==> src/rtl/tow_pkg.sv <==
// Shared types for the tug-of-war referee: controller states and winner codes.
package tow_pkg;

    typedef enum logic [1:0] {
        PLAY = 2'b00,
        HOLD = 2'b01,
        DONE = 2'b10
    } state_t;

    typedef enum logic [1:0] {
        WIN_NONE  = 2'b00,
        WIN_LEFT  = 2'b01,
        WIN_RIGHT = 2'b10
    } winner_t;

endpackage

==> src/rtl/tow_hold_timer.sv <==
// Down-counter that times the round-win display. A start pulse loads it, and
// done rises once HOLD_CYCLES cycles have elapsed since the load edge.
module tow_hold_timer #(
    parameter int HOLD_CYCLES = 4
) (
    input  logic clk,
    input  logic reset,
    input  logic start,
    output logic done
);

    localparam int CW = (HOLD_CYCLES > 1) ? $clog2(HOLD_CYCLES) : 1;
    localparam logic [CW-1:0] LOAD = CW'(HOLD_CYCLES - 1);

    logic [CW-1:0] count;

    // Load on start, then count down to zero and rest there until the next start.
    always_ff @(posedge clk) begin
        if (reset) begin
            count <= '0;
        end else if (start) begin
            count <= LOAD;
        end else if (count != '0) begin
            count <= count - CW'(1);
        end
    end

    assign done = (count == '0);

endmodule

==> src/rtl/tow_referee.sv <==
// Tug-of-war referee: tracks the rope position from the two players' button
// pulses, scores rounds, shows a round-win flash and ends the game at WIN_SCORE.
module tow_referee
    import tow_pkg::*;
#(
    parameter int NUM_LIGHTS  = 9,
    parameter int WIN_SCORE   = 7,
    parameter int HOLD_CYCLES = 4
) (
    input  logic                  clk,
    input  logic                  reset,
    input  logic                  left_press,
    input  logic                  right_press,
    output logic [NUM_LIGHTS-1:0] lights,
    output logic [2:0]            left_score,
    output logic [2:0]            right_score,
    output logic [1:0]            winner,
    output logic                  game_over
);

    localparam int PW = $clog2(NUM_LIGHTS);
    localparam logic [PW-1:0] CENTER  = PW'((NUM_LIGHTS - 1) / 2);
    localparam logic [PW-1:0] MAX_POS = PW'(NUM_LIGHTS - 1);
    localparam logic [2:0]    WIN     = 3'(WIN_SCORE);
    localparam logic [NUM_LIGHTS-1:0] ONE_LIGHT = NUM_LIGHTS'(1);

    state_t        state;
    logic [PW-1:0] pos;
    logic [2:0]    left_count;
    logic [2:0]    right_count;
    winner_t       round_winner;

    logic          left_only;
    logic          right_only;
    logic          left_wins;
    logic          right_wins;
    logic          hold_done;
    logic [2:0]    round_score;

    // Simultaneous presses cancel, so only exclusive presses move the rope.
    assign left_only   = left_press & ~right_press;
    assign right_only  = right_press & ~left_press;
    assign left_wins   = (state == PLAY) && left_only && (pos == MAX_POS);
    assign right_wins  = (state == PLAY) && right_only && (pos == '0);
    assign round_score = (round_winner == WIN_LEFT) ? left_count : right_count;

    tow_hold_timer #(
        .HOLD_CYCLES(HOLD_CYCLES)
    ) u_hold_timer (
        .clk  (clk),
        .reset(reset),
        .start(left_wins | right_wins),
        .done (hold_done)
    );

    // Main controller: rope position, round scoring, flash hold and game end.
    always_ff @(posedge clk) begin
        if (reset) begin
            state        <= PLAY;
            pos          <= CENTER;
            left_count   <= '0;
            right_count  <= '0;
            round_winner <= WIN_NONE;
        end else begin
            case (state)
                PLAY: begin
                    if (left_only) begin
                        if (pos == MAX_POS) begin
                            if (left_count < WIN) begin
                                left_count <= left_count + 3'd1;
                            end
                            round_winner <= WIN_LEFT;
                            state        <= HOLD;
                        end else begin
                            pos <= pos + PW'(1);
                        end
                    end else if (right_only) begin
                        if (pos == '0) begin
                            if (right_count < WIN) begin
                                right_count <= right_count + 3'd1;
                            end
                            round_winner <= WIN_RIGHT;
                            state        <= HOLD;
                        end else begin
                            pos <= pos - PW'(1);
                        end
                    end
                end
                HOLD: begin
                    if (hold_done) begin
                        if (round_score >= WIN) begin
                            state <= DONE;
                        end else begin
                            pos          <= CENTER;
                            round_winner <= WIN_NONE;
                            state        <= PLAY;
                        end
                    end
                end
                default: begin
                    state <= DONE;
                end
            endcase
        end
    end

    // Playfield decode: rope marker in play, full flash in hold, dark when done.
    always_comb begin
        lights = '0;
        case (state)
            PLAY:    lights = ONE_LIGHT << pos;
            HOLD:    lights = '1;
            default: lights = '0;
        endcase
    end

    assign left_score  = left_count;
    assign right_score = right_count;
    assign winner      = round_winner;
    assign game_over   = (state == DONE);

endmodule

==> config.mk <==
export PLATFORM = sky130hd
export DESIGN_NAME = tow_referee
export DESIGN_NICKNAME = d
export VERILOG_FILES = /design/src/rtl/tow_pkg.sv /design/src/rtl/tow_hold_timer.sv /design/src/rtl/tow_referee.sv
export SDC_FILE = /design/constraint.sdc
export NUM_CORES = 1
export LEC_CHECK = 0
export BUFFER_PORTS_ARGS = -buffer_cell sky130_fd_sc_hd__buf_2
export CORE_MARGIN = 4
export CORE_UTILIZATION = 35
export DETAILED_ROUTE_END_ITERATION = 7
export PLACE_DENSITY = 0.63
export RECOVER_POWER = 100
export SYNTH_ARGS = -nofsm -noshare
export SYNTH_HDL_FRONTEND = slang
export SYNTH_SLANG_ARGS = --single-unit
==> constraint.sdc <==
create_clock -name clk -period 1.77 [get_ports clk]
set_clock_uncertainty 0.1 [all_clocks]
set_input_delay 0.0885 -clock clk [delete_from_list [all_inputs] [get_ports clk]]
set_output_delay 0.0885 -clock clk [all_outputs]
set_load 0.005 [all_outputs]
==> results.cfg <==
[finish]
layout.cells.most_common_list = 18 x sky130_fd_sc_hd__nor2_1, 18 x sky130_fd_sc_hd__a21oi_1, 18 x sky130_fd_sc_hd__buf_4
layout.filler_cells = 314
nNetsFinal = 205
antenna_cells = 0
area.growth.synth_to_final_pct = 28.15
layoutNonFillerInstCount = 235
post_route_cells_drive_above_1_share = 0.2670

[timing]
fmaxAchievable_mhz = 586.0
post_layout_min_period_ns = 1.707
hold_viol = 0
layout_setup_ws_ns = 0.06342
final-setup-viol-count = 0
max_slew.worst_pin.slew_ns = 0.3453
grt_setup_unrepaired = no
final.period_utilization = 0.9642
maxSlewViolCount = 0
tns_ns = 0
max_slew_margin_vs_limit = 0.7698

[clock_network]
cts.sinks = 16
cts_max_level = 1
tritoncts.num_buffers = 3
cts_post_setup_buffers_inserted = 0
clkSlewWorstSetupHoldPaths_ns = 0.11
clock_path_buffers = 2
clk_latency_worst_skew_pair_ns = 0.30
cts_root_buffer = sky130_fd_sc_hd__clkbuf_4
tritoncts = done

[yosys]
synth_seq_area_share = 0.2689
post_synth_instance_area_mm2 = 0.001191
dominantRegCellSynth = sky130_fd_sc_hd__dfxtp_1
mappedNetlistNets = 164
synthesis.area_per_instance_um2 = 7.888
synth-edff-count = 0
ys_warn_count = 0
synth.lib_cells_used.distinct = 43
synth_async_sr_flop_share = 0
synth-seq-cells = 16
synthesis.instances = 151

[place]
finalWeightedCongestion = 0.9086
dp_worst_setup_slack_ns = -0.06125
place_inst = 231
dp.final_hpwl_um = 2405
io_buffer_count = 21

[floorplanning]
num_rows = 20
die_x_um = 66.34
floorplan.die.height_um = 66.34
initial_utilization = 0.3778
die_area_mm2 = 0.004400
io-pin-count = 22
floorplan.core_area_mm2 = 0.003153

[global_route]
gr-total-overflow = 0
antenna_violations_before_repair = 0
vias_in_the_first_global_route = 1223
pin_count_of_the_biggest_net_entering_global_routing = 20
grt_util_all_layers = 0.1520
grt_first_pass_wirelength_um = 5278

[setup_path]
cp.required_ns = 1.86
crit_path_end_kind = register
worst_setup_path_start_kind = register
arr_time_crit_path_ns = 1.80
crit_type = reg2reg
rrSetupSlack_ns = 0.06
crit_path_max_fanout = 5

[drt]
remaining_drc_errors = 0
final_antenna_net_count = 0
route.detailed.vias_per_inst = 5.340
drt-initial-drc-count = 51
routed_wl_um = 3101
first_pass_iters = 5
wl_per_instance_um = 13.20
vias = 1255

[min_path]
hp-class = in2reg

[run]
max_cap_violations = 0

[pwr]
ir_drop_v = 0.0005933
fin_total_pwr_mw = 1.626
total_leakage_power_nw = 0.6770
power_density_over_cell_area_mw_per_mm2 = 1066

[outcome]
status = completed
-- cells in the mapped netlist, drive strengths merged, types with 4 or more instances --
library cell | number | share of area
dfxtp | 16 | 0.27
a21oi | 18 | 0.076
nand2 | 7 | 0.022
ha | 9 | 0.095
buf | 4 | 0.018
mux2 | 4 | 0.038
inv | 8 | 0.025
clkbuf | 5 | 0.016
nor2 | 18 | 0.057
nand4 | 4 | 0.021
a211oi | 4 | 0.029
nor3 | 7 | 0.029
nor2b | 8 | 0.042
-- layout make-up --
class                           instances  area, um^2  share of cell area
Multi-Input combinational cell        118       819.5              0.5369
Sequential cell                        16       327.8              0.2148
Timing Repair Buffer                   45       257.7              0.1689
Tap cell                               44       55.05             0.03607
Clock buffer                            4       36.28             0.02377
Inverter                                8       30.03             0.01967
-- registers in the layout, summed over array words and instances, names as in the netlist --
signal and cells:
right_score 3, u_hold_timer.count 2, pos 4, winner 2
state 2, left_score 3
-- power breakdown --
| part | internal, mW | leakage, nW | total [mW] | switching [mW] |
|---|---|---|---|---|
| clock | 0.125 | 0.0210 | 0.252 | 0.127 |
| combinational | 0.436 | 0.525 | 0.864 | 0.428 |
| sequential | 0.428 | 0.131 | 0.510 | 0.0819 |
-- stage by stage --
step           cell area, um^2  hold WS [ns]  utilization
2_1_floorplan             1206        0.2874            -
5_1_grt                   1526        0.1085       0.4841
3_5_place_dp              1506        0.3792       0.4778
3_3_place_gp              1506        0.3716       0.4778
6_report                  1526       0.09858       0.4841
4_1_cts                   1545       0.09152       0.4901
-- per-layer routing --
layer	track usage	routed length, um	up-vias
met5	0	0	-
met4	0.05076	33	0
met3	0.03061	106	4
met2	0.2739	1522	28
met1	0.1764	1439	597
li1	-	-	626
-- cell families after synthesis --
logic type,share of synthesized area
adder cells (fa/ha/maj),0.09454
buffers and inverters,0.05883
AND/OR/NAND/NOR,0.2689
flip-flops,0.2689
XOR/XNOR,0.02206
AO/OA/AOI/OAI,0.2237
multiplexers,0.06302
-- critical path, stage by stage (launching register included) --
cell,delay (ns)
sky130_fd_sc_hd__dfxtp_2,0.40
sky130_fd_sc_hd__ha_4,0.23
sky130_fd_sc_hd__a21oi_1,0.14
sky130_fd_sc_hd__nor3_1,0.07
sky130_fd_sc_hd__o311a_1,0.34
sky130_fd_sc_hd__a311o_1,0.32
-- worst paths after layout --
kind,start,depth (start not counted),end
min,reset,3,right_score[2]
min reg2reg,winner[0],2,winner[0]
max reg2reg,pos[2],5,pos[3]
max,pos[2],5,pos[3]
-- timing repair --
action | 4_1_cts | 5_1_grt
pin swaps | 0 | 0
hold buffers | 0 | 0
resized for setup | 2 | 4
endpoints found under the setup margin | 1 | 3
(Power assumes the default switching activity.)
